## config.mk

```make
export PLATFORM = sky130hd
export DESIGN_NAME = ps2_rx_mio_flat
export DESIGN_NICKNAME = d
export VERILOG_FILES = /design/src/rtl/ps2_rx_mio_pkg.sv /design/src/rtl/ps2_rx_mio_if.sv /design/src/rtl/ps2_rx_mio_fifo.sv /design/src/rtl/ps2_rx_mio.sv /design/src/flat_wrapper.sv
export SDC_FILE = /design/constraint.sdc
export NUM_CORES = 1
export LEC_CHECK = 0
export BUFFER_PORTS_ARGS = -buffer_cell sky130_fd_sc_hd__buf_2
export CAP_MARGIN = 20
export CORE_MARGIN = 3
export CORE_UTILIZATION = 45
export CTS_BUF_LIST = sky130_fd_sc_hd__clkbuf_2
export DETAILED_ROUTE_END_ITERATION = 8
export SLEW_MARGIN = 10
export SYNTH_ARGS = -nofsm -noshare
export SYNTH_HDL_FRONTEND = slang
export SYNTH_SLANG_ARGS = --single-unit
```

## constraint.sdc

```tcl
create_clock -name clk -period 3.1 [get_ports clk]
set_input_delay 0.465 -clock clk [delete_from_list [all_inputs] [get_ports clk]]
set_output_delay 0.465 -clock clk [all_outputs]
set_load 0.05 [all_outputs]
```

## src/rtl/ps2_rx_mio_pkg.sv

```systemverilog
// Shared constants for the PS/2 keyboard receiver: FSM encoding, status-word
// field positions, MIO address, and the odd-parity helper.
package ps2_rx_mio_pkg;

  typedef enum logic [1:0] {
    ST_IDLE   = 2'd0,
    ST_DATA   = 2'd1,
    ST_PARITY = 2'd2,
    ST_STOP   = 2'd3
  } ps2_state_e;

  localparam int DOUT_HEAD_LSB  = 0;
  localparam int DOUT_VALID_BIT = 8;
  localparam int DOUT_OVF_BIT   = 9;
  localparam int DOUT_FERR_BIT  = 10;
  localparam int DOUT_CNT_LSB   = 12;

  localparam logic [31:0] PS2_MIO_ADDR = 32'hFFFF_F100;

  // A device frame is good when data plus parity carry an odd number of ones.
  function automatic logic odd_parity_ok(input logic [7:0] data, input logic par);
    return ^{data, par};
  endfunction

endpackage

```

## src/rtl/ps2_rx_mio_if.sv

```systemverilog
// MIO read-side bus of the PS/2 receiver: pop strobe, status word, interrupt.
interface ps2_rx_mio_if;
  logic        rd;
  logic [31:0] dout;
  logic        irq;

  modport master (output rd, input dout, input irq);
  modport slave  (input rd, output dout, output irq);
endinterface

```

## src/rtl/ps2_rx_mio_fifo.sv

```systemverilog
// Byte FIFO for received scan codes; same-cycle push and pop are allowed,
// including when full, so a pop makes room for the concurrent push.
module ps2_fifo #(
  parameter int DEPTH  = 8,
  parameter int DATA_W = 8
) (
  input  logic                       clk,
  input  logic                       rstn,
  input  logic                       i_push,
  input  logic [DATA_W-1:0]          i_din,
  input  logic                       i_pop,
  output logic [DATA_W-1:0]          o_head,
  output logic                       o_full,
  output logic                       o_empty,
  output logic [$clog2(DEPTH):0]     o_count
);
  localparam int AW    = $clog2(DEPTH);
  localparam int CNT_W = AW + 1;

  logic [DATA_W-1:0] r_mem [DEPTH];
  logic [AW-1:0]     r_wptr;
  logic [AW-1:0]     r_rptr;
  logic [CNT_W-1:0]  r_count;
  logic              w_push_ok;
  logic              w_pop_ok;

  assign o_full    = (r_count == CNT_W'(DEPTH));
  assign o_empty   = (r_count == '0);
  assign o_count   = r_count;
  assign o_head    = r_mem[r_rptr];
  assign w_pop_ok  = i_pop & ~o_empty;
  assign w_push_ok = i_push & (~o_full | w_pop_ok);

  always_ff @(posedge clk) begin
    if (!rstn) begin
      r_wptr  <= '0;
      r_rptr  <= '0;
      r_count <= '0;
    end else begin
      if (w_push_ok) r_wptr <= r_wptr + AW'(1);
      if (w_pop_ok)  r_rptr <= r_rptr + AW'(1);
      r_count <= r_count + CNT_W'(w_push_ok) - CNT_W'(w_pop_ok);
    end
  end

  always_ff @(posedge clk) begin
    if (w_push_ok) r_mem[r_wptr] <= i_din;
  end

endmodule

```

## src/rtl/ps2_rx_mio.sv

```systemverilog
// PS/2 host receiver on the MIO bus: synchronizes the pad pair, deframes
// device frames and queues bytes. Define PS2_PARITY_CHECK_EN to reject bad parity.
module ps2_rx_mio
  import ps2_rx_mio_pkg::*;
#(
  parameter int FIFO_DEPTH     = 8,
  parameter int TIMEOUT_CYCLES = 20000
) (
  input  logic          clk,
  input  logic          RSTN,
  input  logic          ps2_clk,
  input  logic          ps2_data,
  ps2_rx_mio_if.slave   bus
);
  localparam int CNT_W = $clog2(FIFO_DEPTH) + 1;
  localparam int TO_W  = $clog2(TIMEOUT_CYCLES);

  logic [2:0]       r_kclk;
  logic [1:0]       r_kdat;
  logic             w_fe;
  logic             w_bit;
  ps2_state_e       r_state;
  ps2_state_e       w_state_nxt;
  logic [2:0]       r_bitcnt;
  logic [TO_W-1:0]  r_tcnt;
  logic [7:0]       r_shift;
  logic             w_tmo;
  logic             w_shift_en;
  logic             w_push;
  logic             w_ferr_set;
  logic             w_par_ok;
  logic             w_pop;
  logic             w_valid;
  logic             w_full;
  logic             w_empty;
  logic [7:0]       w_head;
  logic [CNT_W-1:0] w_count;
  logic             r_ovf;
  logic             r_ferr;
  logic             r_irq;
  logic [31:0]      w_dout;

  // Pad synchronizers idle high; the third clock flop yields the falling edge.
  always_ff @(posedge clk) begin
    if (!RSTN) begin
      r_kclk <= 3'b111;
      r_kdat <= 2'b11;
    end else begin
      r_kclk <= {r_kclk[1:0], ps2_clk};
      r_kdat <= {r_kdat[0], ps2_data};
    end
  end

  assign w_fe  = r_kclk[2] & ~r_kclk[1];
  assign w_bit = r_kdat[1];
  assign w_tmo = (r_tcnt == TO_W'(TIMEOUT_CYCLES - 1));

`ifdef PS2_PARITY_CHECK_EN
  logic r_par;
  always_ff @(posedge clk) begin
    if ((r_state == ST_PARITY) && w_fe) r_par <= w_bit;
  end
  assign w_par_ok = odd_parity_ok(r_shift, r_par);
`else
  assign w_par_ok = 1'b1;
`endif

  always_ff @(posedge clk) begin
    if (!RSTN) r_state <= ST_IDLE;
    else       r_state <= w_state_nxt;
  end

  always_comb begin
    w_state_nxt = r_state;
    w_shift_en  = 1'b0;
    w_push      = 1'b0;
    w_ferr_set  = 1'b0;
    case (r_state)
      ST_IDLE:   if (w_fe && !w_bit) w_state_nxt = ST_DATA;
      ST_DATA:   if (w_fe) begin
                   w_shift_en = 1'b1;
                   if (r_bitcnt == 3'd7) w_state_nxt = ST_PARITY;
                 end
      ST_PARITY: if (w_fe) w_state_nxt = ST_STOP;
      ST_STOP:   if (w_fe) begin
                   w_state_nxt = ST_IDLE;
                   if (w_bit && w_par_ok) w_push = 1'b1;
                   else                   w_ferr_set = 1'b1;
                 end
      default:   w_state_nxt = ST_IDLE;
    endcase
    // A stalled device abandons the frame; an edge in this cycle restarts the count instead.
    if ((r_state != ST_IDLE) && !w_fe && w_tmo) begin
      w_state_nxt = ST_IDLE;
      w_ferr_set  = 1'b1;
      w_push      = 1'b0;
    end
  end

  always_ff @(posedge clk) begin
    if (!RSTN) begin
      r_bitcnt <= '0;
      r_tcnt   <= '0;
    end else if (r_state == ST_IDLE) begin
      r_bitcnt <= '0;
      r_tcnt   <= '0;
    end else begin
      if (w_shift_en) r_bitcnt <= r_bitcnt + 3'd1;
      if (w_fe)        r_tcnt <= '0;
      else if (!w_tmo) r_tcnt <= r_tcnt + TO_W'(1);
    end
  end

  always_ff @(posedge clk) begin
    if (w_shift_en) r_shift <= {w_bit, r_shift[7:1]};
  end

  ps2_fifo #(.DEPTH(FIFO_DEPTH), .DATA_W(8)) u_fifo (
    .clk     (clk),
    .rstn    (RSTN),
    .i_push  (w_push),
    .i_din   (r_shift),
    .i_pop   (w_pop),
    .o_head  (w_head),
    .o_full  (w_full),
    .o_empty (w_empty),
    .o_count (w_count)
  );

  assign w_valid = ~w_empty;
  assign w_pop   = bus.rd & w_valid;

  // Stickies: any read clears them, but a set in the same cycle wins.
  always_ff @(posedge clk) begin
    if (!RSTN) begin
      r_ovf  <= 1'b0;
      r_ferr <= 1'b0;
      r_irq  <= 1'b0;
    end else begin
      if (w_push && w_full && !w_pop) r_ovf <= 1'b1;
      else if (bus.rd)                r_ovf <= 1'b0;
      if (w_ferr_set)                 r_ferr <= 1'b1;
      else if (bus.rd)                r_ferr <= 1'b0;
      r_irq <= w_valid;
    end
  end

  always_comb begin
    w_dout = '0;
    w_dout[DOUT_HEAD_LSB +: 8] = w_valid ? w_head : 8'h00;
    w_dout[DOUT_VALID_BIT]     = w_valid;
    w_dout[DOUT_OVF_BIT]       = r_ovf;
    w_dout[DOUT_FERR_BIT]      = r_ferr;
    w_dout[DOUT_CNT_LSB +: 4]  = 4'(w_count);
  end

  assign bus.dout = w_dout;
  assign bus.irq  = r_irq;

endmodule

```

## src/flat_wrapper.sv

```systemverilog
// flat-port wrapper written by rule: the top's interface ports become plain ports
module ps2_rx_mio_flat import ps2_rx_mio_pkg::*;
#(
  parameter int FIFO_DEPTH     = 8,
  parameter int TIMEOUT_CYCLES = 20000
)
  (clk, RSTN, ps2_clk, ps2_data, bus_rd, bus_dout, bus_irq);
  ps2_rx_mio_if bus_i ();
  input  logic clk;
  input  logic RSTN;
  input  logic ps2_clk;
  input  logic ps2_data;
  input wire logic [$bits(bus_i.rd)-1:0] bus_rd;
  output wire logic [$bits(bus_i.dout)-1:0] bus_dout;
  output wire logic [$bits(bus_i.irq)-1:0] bus_irq;
  assign bus_i.rd = bus_rd;
  assign bus_dout = bus_i.dout;
  assign bus_irq = bus_i.irq;
  ps2_rx_mio #(.FIFO_DEPTH(FIFO_DEPTH), .TIMEOUT_CYCLES(TIMEOUT_CYCLES)) u_core (.clk(clk), .RSTN(RSTN), .ps2_clk(ps2_clk), .ps2_data(ps2_data), .bus(bus_i));
endmodule
```

==> key figures <==
STA
  – Tightest Pin Transition: 0.603 ns
  – Post-layout min period: 2.73 ns
  – Worst slew margin relative to its limit: 59.7%
  – Part of the cycle the worst path needs: 88.0%
  – Clock skew: 0.0295 ns
  – Final-layout setup total negative slack: 0 ns
  – Final hold viol count: 0
  – Number of failing setup endpoints in the final timing report: 0
  – Max-slew violation count: 0
  – Fmax: 367 MHz
  – RSZ-0062 raised after global routing: no

Run
  – Max Cap Violations: 0

Routing
  – Total via count after detailed routing: 2,643
  – Violation count after the first detailed-route iteration: 103
  – Overall routed net length: 7850 um
  – DRT antenna net count: 0
  – Drt pass-1 iters: 4
  – Average routed wire per standard cell: 14.6 um
  – DR DRC count: 0
  – Avg Vias per Cell: 4.92

Synth
  – Fraction of synthesized area in multiplexers: 9.58%
  – Synthesized area per cell: 13.5 um^2
  – Count of cell types in the netlist: 44
  – Post-synthesis cell area: 4800 um^2
  – Basic-gate share of the synthesized area counting and, or, nand and nor cells: 12.4%
  – Number of storage elements in the synthesis netlist: 113
  – Synthesis Warnings: 0
  – Main combinational cell family by area after synthesis: simple AND/OR/NAND/NOR gates
  – Seq/Total Area, Yosys: 62.1%
  – Synth Instances: 355
  – Parity-gate share of the synthesized area counting xor and xnor cells: 2.37%
  – Area fraction in compound gates after synthesis: 3.46%
  – Adder-cell share of the synthesized area: 4.06%

Layout
  – Fin cells: 537
  – Leading cell type in the layout, fill and taps excluded: sky130_fd_sc_hd__edfxtp_1
  – Leading cell types in the layout, fill and taps excluded: 72 x sky130_fd_sc_hd__edfxtp_1, 41 x sky130_fd_sc_hd__dfxtp_1, 20 x sky130_fd_sc_hd__nand2_1, 20 x sky130_fd_sc_hd__nor2_1, 20 x sky130_fd_sc_hd__buf_2
  – Final antenna diode count: 0
  – Share of final-layout standard cells stronger than drive strength 1: 20.4%
  – Number of nets in the layout: 408
  – Area growth from synthesis to final layout: 8.83%
  – Final core utilization: 50.4%

Floorplan
  – I/O pin cnt: 38
  – Initial core utilization: 46.3%
  – Die ar.: 12,000 um^2
  – Total number of placement rows: 37
  – Die Height: 109 um
  – Chip width: 109 um
  – Area inside the core boundary: 10,400 um^2

Run status
  – Outcome: complete, no violations

Clock tree
  – Level count of the clock H-tree: 4
  – Clock tree root buffer cell: sky130_fd_sc_hd__clkbuf_2
  – TritonCTS clock tree: yes
  – Worst-path clk slew: 0.17 ns
  – Total clock buffers created by CTS: 17
  – Clock latency at the later pin of the worst-skew pair: 0.59 ns
  – CTS sink count: 113
  – Max clock buf depth: 2
  – Count of cells resized by post-cts repair: 0

Power and ir drop
  – Power per unit of standard cell area: 708 nW/um^2
  – Leakage power summed over all cells: 0.00185 uW
  – VDD IR max: 0.443 mV
  – Total power: 3700 uW

Worst setup path
  – Highest fanout seen on the critical path: 16
  – Kind of critical path: reg -> out
  – Worst endpoint data arrival time: 2.26 ns
  – Critical path data required time: 2.63 ns
  – Capturing element type of the critical path: output pin
  – Kind of cell adding the most delay to the critical path: multiplexers
  – Cell-by-cell listing of the critical path: buf_4 -> mux4_2 -> mux2i_1 -> nor2_1 -> buf_2
  – Startpoint type of the worst setup path: flip-flop
  – Slowest library cell on the worst path: sky130_fd_sc_hd__mux4_2
  – Highest cell delay on the worst timing path: 0.54 ns
  – Number of buffer and inverter instances along the worst setup path: 2

GRT
  – Initial antenna violation count: 0
  – Global-route wire length before repair: 12,900 um
  – Pin count of the biggest net entering global routing: 23
  – Sum of overflow across all layers after global routing: 0
  – GRT Overall Usage: 14.5%
  – Number of global-route vias before repair: 2,617

Placed design
  – Count of buffers from port buffering: 20
  – Detailed Place HPWL: 5120 um
  – RD Place Congestion: 0.736
  – Cell count after placement: 503

Worst hold path
  – Worst min path class: in -> reg
[worst reg2reg max path, stage by stage (launching register included)]
cell and delay [ns]:
sky130_fd_sc_hd__dfxtp_1 0.39, sky130_fd_sc_hd__nor2_1 0.19, sky130_fd_sc_hd__and2_1 0.47, sky130_fd_sc_hd__inv_1 0.20, sky130_fd_sc_hd__nand2_1 0.16, sky130_fd_sc_hd__nand2_1 0.07, sky130_fd_sc_hd__nand2_1 0.09, sky130_fd_sc_hd__ha_1 0.17
sky130_fd_sc_hd__inv_1 0.06, sky130_fd_sc_hd__fa_1 0.37, sky130_fd_sc_hd__xnor2_1 0.13, sky130_fd_sc_hd__and2_1 0.14
[path summary, 6_finish.rpt]
| path | startpoint | end | slack, ns | cells past startpoint |
|---|---|---|---|---|
| hold reg to reg | u_core.r_kclk[0]$_SDFF_PN1_ | u_core.r_kclk[1]$_SDFF_PN1_ | 0.42 | 1 |
| hold / removal | RSTN | u_core.r_kclk[2]$_SDFF_PN1_ | 0.21 | 2 |
| setup / recovery | flip-flop | bus_dout[2] | 0.37 | 5 |
| setup reg to reg | u_core.u_fifo.o_count[1]$_SDFF_PN0_ | u_core.u_fifo.o_count[2]$_SDFF_PN0_ | 0.58 | 11 |
[metal layers]
layer / vias up / wire length [um] / track usage [%]
li1: 1322 / - / -
met1: 1285 / 3560 / 18.2
met2: 34 / 3990 / 23.9
met3: 2 / 248 / 4.35
met4: 0 / 46 / 5.34
met5: - / 0 / 0
[power by group]
| group | switching, uW | total (uW) | internal [uW] |
|---|---|---|---|
| clock network | 555 | 848 | 293 |
| registers | 40.6 | 1690 | 1640 |
| logic | 782 | 1170 | 385 |
[Yosys cell counts]
cell type | count | area share [%]
sky130_fd_sc_hd__mux2i_1 | 10 | 2.1
sky130_fd_sc_hd__dfxtp_1 | 41 | 17
sky130_fd_sc_hd__o21ai_0 | 5 | 0.52
sky130_fd_sc_hd__or4_1 | 4 | 0.63
sky130_fd_sc_hd__buf_2 | 4 | 0.42
sky130_fd_sc_hd__nor2_1 | 20 | 1.6
sky130_fd_sc_hd__nor4bb_1 | 1 | 0.21
sky130_fd_sc_hd__mux4_2 | 16 | 7.5
sky130_fd_sc_hd__buf_6 | 3 | 0.70
sky130_fd_sc_hd__clkbuf_1 | 5 | 0.39
sky130_fd_sc_hd__a31oi_1 | 1 | 0.13
sky130_fd_sc_hd__buf_4 | 20 | 3.1
sky130_fd_sc_hd__nor4_1 | 2 | 0.26
sky130_fd_sc_hd__nor2b_1 | 4 | 0.52
sky130_fd_sc_hd__nand2b_1 | 10 | 1.3
sky130_fd_sc_hd__and3_1 | 2 | 0.26
sky130_fd_sc_hd__nor3b_1 | 3 | 0.47
sky130_fd_sc_hd__and2_1 | 13 | 1.7
sky130_fd_sc_hd__o21ai_1 | 1 | 0.10
sky130_fd_sc_hd__nand3_1 | 11 | 1.1
sky130_fd_sc_hd__a21oi_1 | 11 | 1.1
sky130_fd_sc_hd__and4_1 | 3 | 0.55
sky130_fd_sc_hd__o31ai_1 | 3 | 0.47
sky130_fd_sc_hd__or2_1 | 1 | 0.13
sky130_fd_sc_hd__o22ai_1 | 1 | 0.13
sky130_fd_sc_hd__xor2_1 | 8 | 1.5
sky130_fd_sc_hd__xnor2_1 | 5 | 0.91
sky130_fd_sc_hd__a21boi_0 | 1 | 0.16
sky130_fd_sc_hd__nand4_1 | 5 | 0.65
sky130_fd_sc_hd__nand4b_1 | 1 | 0.18
sky130_fd_sc_hd__nor3_1 | 5 | 0.52
sky130_fd_sc_hd__buf_1 | 4 | 0.31
sky130_fd_sc_hd__a21o_1 | 2 | 0.31
sky130_fd_sc_hd__o211ai_1 | 2 | 0.31
sky130_fd_sc_hd__nor4b_1 | 2 | 0.36
sky130_fd_sc_hd__conb_1 | 1 | 0.078
sky130_fd_sc_hd__ha_1 | 14 | 3.6
sky130_fd_sc_hd__fa_1 | 1 | 0.42
sky130_fd_sc_hd__or3_1 | 2 | 0.26
sky130_fd_sc_hd__or2_2 | 1 | 0.13
sky130_fd_sc_hd__inv_1 | 13 | 1.0
sky130_fd_sc_hd__nand2_1 | 20 | 1.6
sky130_fd_sc_hd__edfxtp_1 | 72 | 45
sky130_fd_sc_hd__o22a_1 | 1 | 0.18
[state kept, by name (all words and copies together) (netlist names), named ones only]
| name | flops |
|---|---|
| u_core.r_shift | 8 |
| u_core.u_fifo.r_wptr | 3 |
| u_core.r_ovf | 1 |
| u_core.u_fifo.o_count | 4 |
| u_core.r_ferr | 1 |
| u_core.r_state | 2 |
| u_core.r_kdat | 2 |
| u_core.u_fifo.r_mem | 64 |
| u_core.r_kclk | 3 |
| u_core.u_fifo.r_rptr | 3 |
| u_core.r_bitcnt | 3 |
| u_core.r_tcnt | 15 |
| u_core.bus.irq | 1 |
[per-stage QoR]
step | hold slack, ns | worst slack, ns | cell area (um^2)
floorplan | 0.386 | 0.341 | 4860
global placement | 0.390 | 0.643 | 5000
detailed placement | 0.395 | 0.567 | 5000
CTS | 0.143 | 0.242 | 5230
global route | 0.138 | 0.144 | 5230
finish | 0.213 | 0.372 | 5230
[cell type report]
class                           instances  area (um^2)
Clock buffer                           19         95.1
Fill cell                             941         5140
Tap cell                              136          170
Multi-Input combinational cell        209         1610
Timing Repair Buffer                   34          210
Clock inverter                         13          114
Inverter                               13         48.8
Sequential cell                       113         2980
[timing repair]
action / 4_1_cts / 5_1_grt
hold buffers: 2 / 0
endpoints found under the hold margin: 2 / 0
setup buffers: 0 / 0
[logic make-up after synthesis]
| logic type | Yosys count |
|---|---|
| muxes | 26 |
| xor gates and xnor gates | 13 |
| and+or+nand+nor | 110 |
| DFF | 113 |
| AOI/OAI and AO/OA | 28 |
| other | 1 |
| buffers and inverters | 49 |
| adders and majority gates | 15 |
No activity file was read; power rests on OpenSTA's default activity.
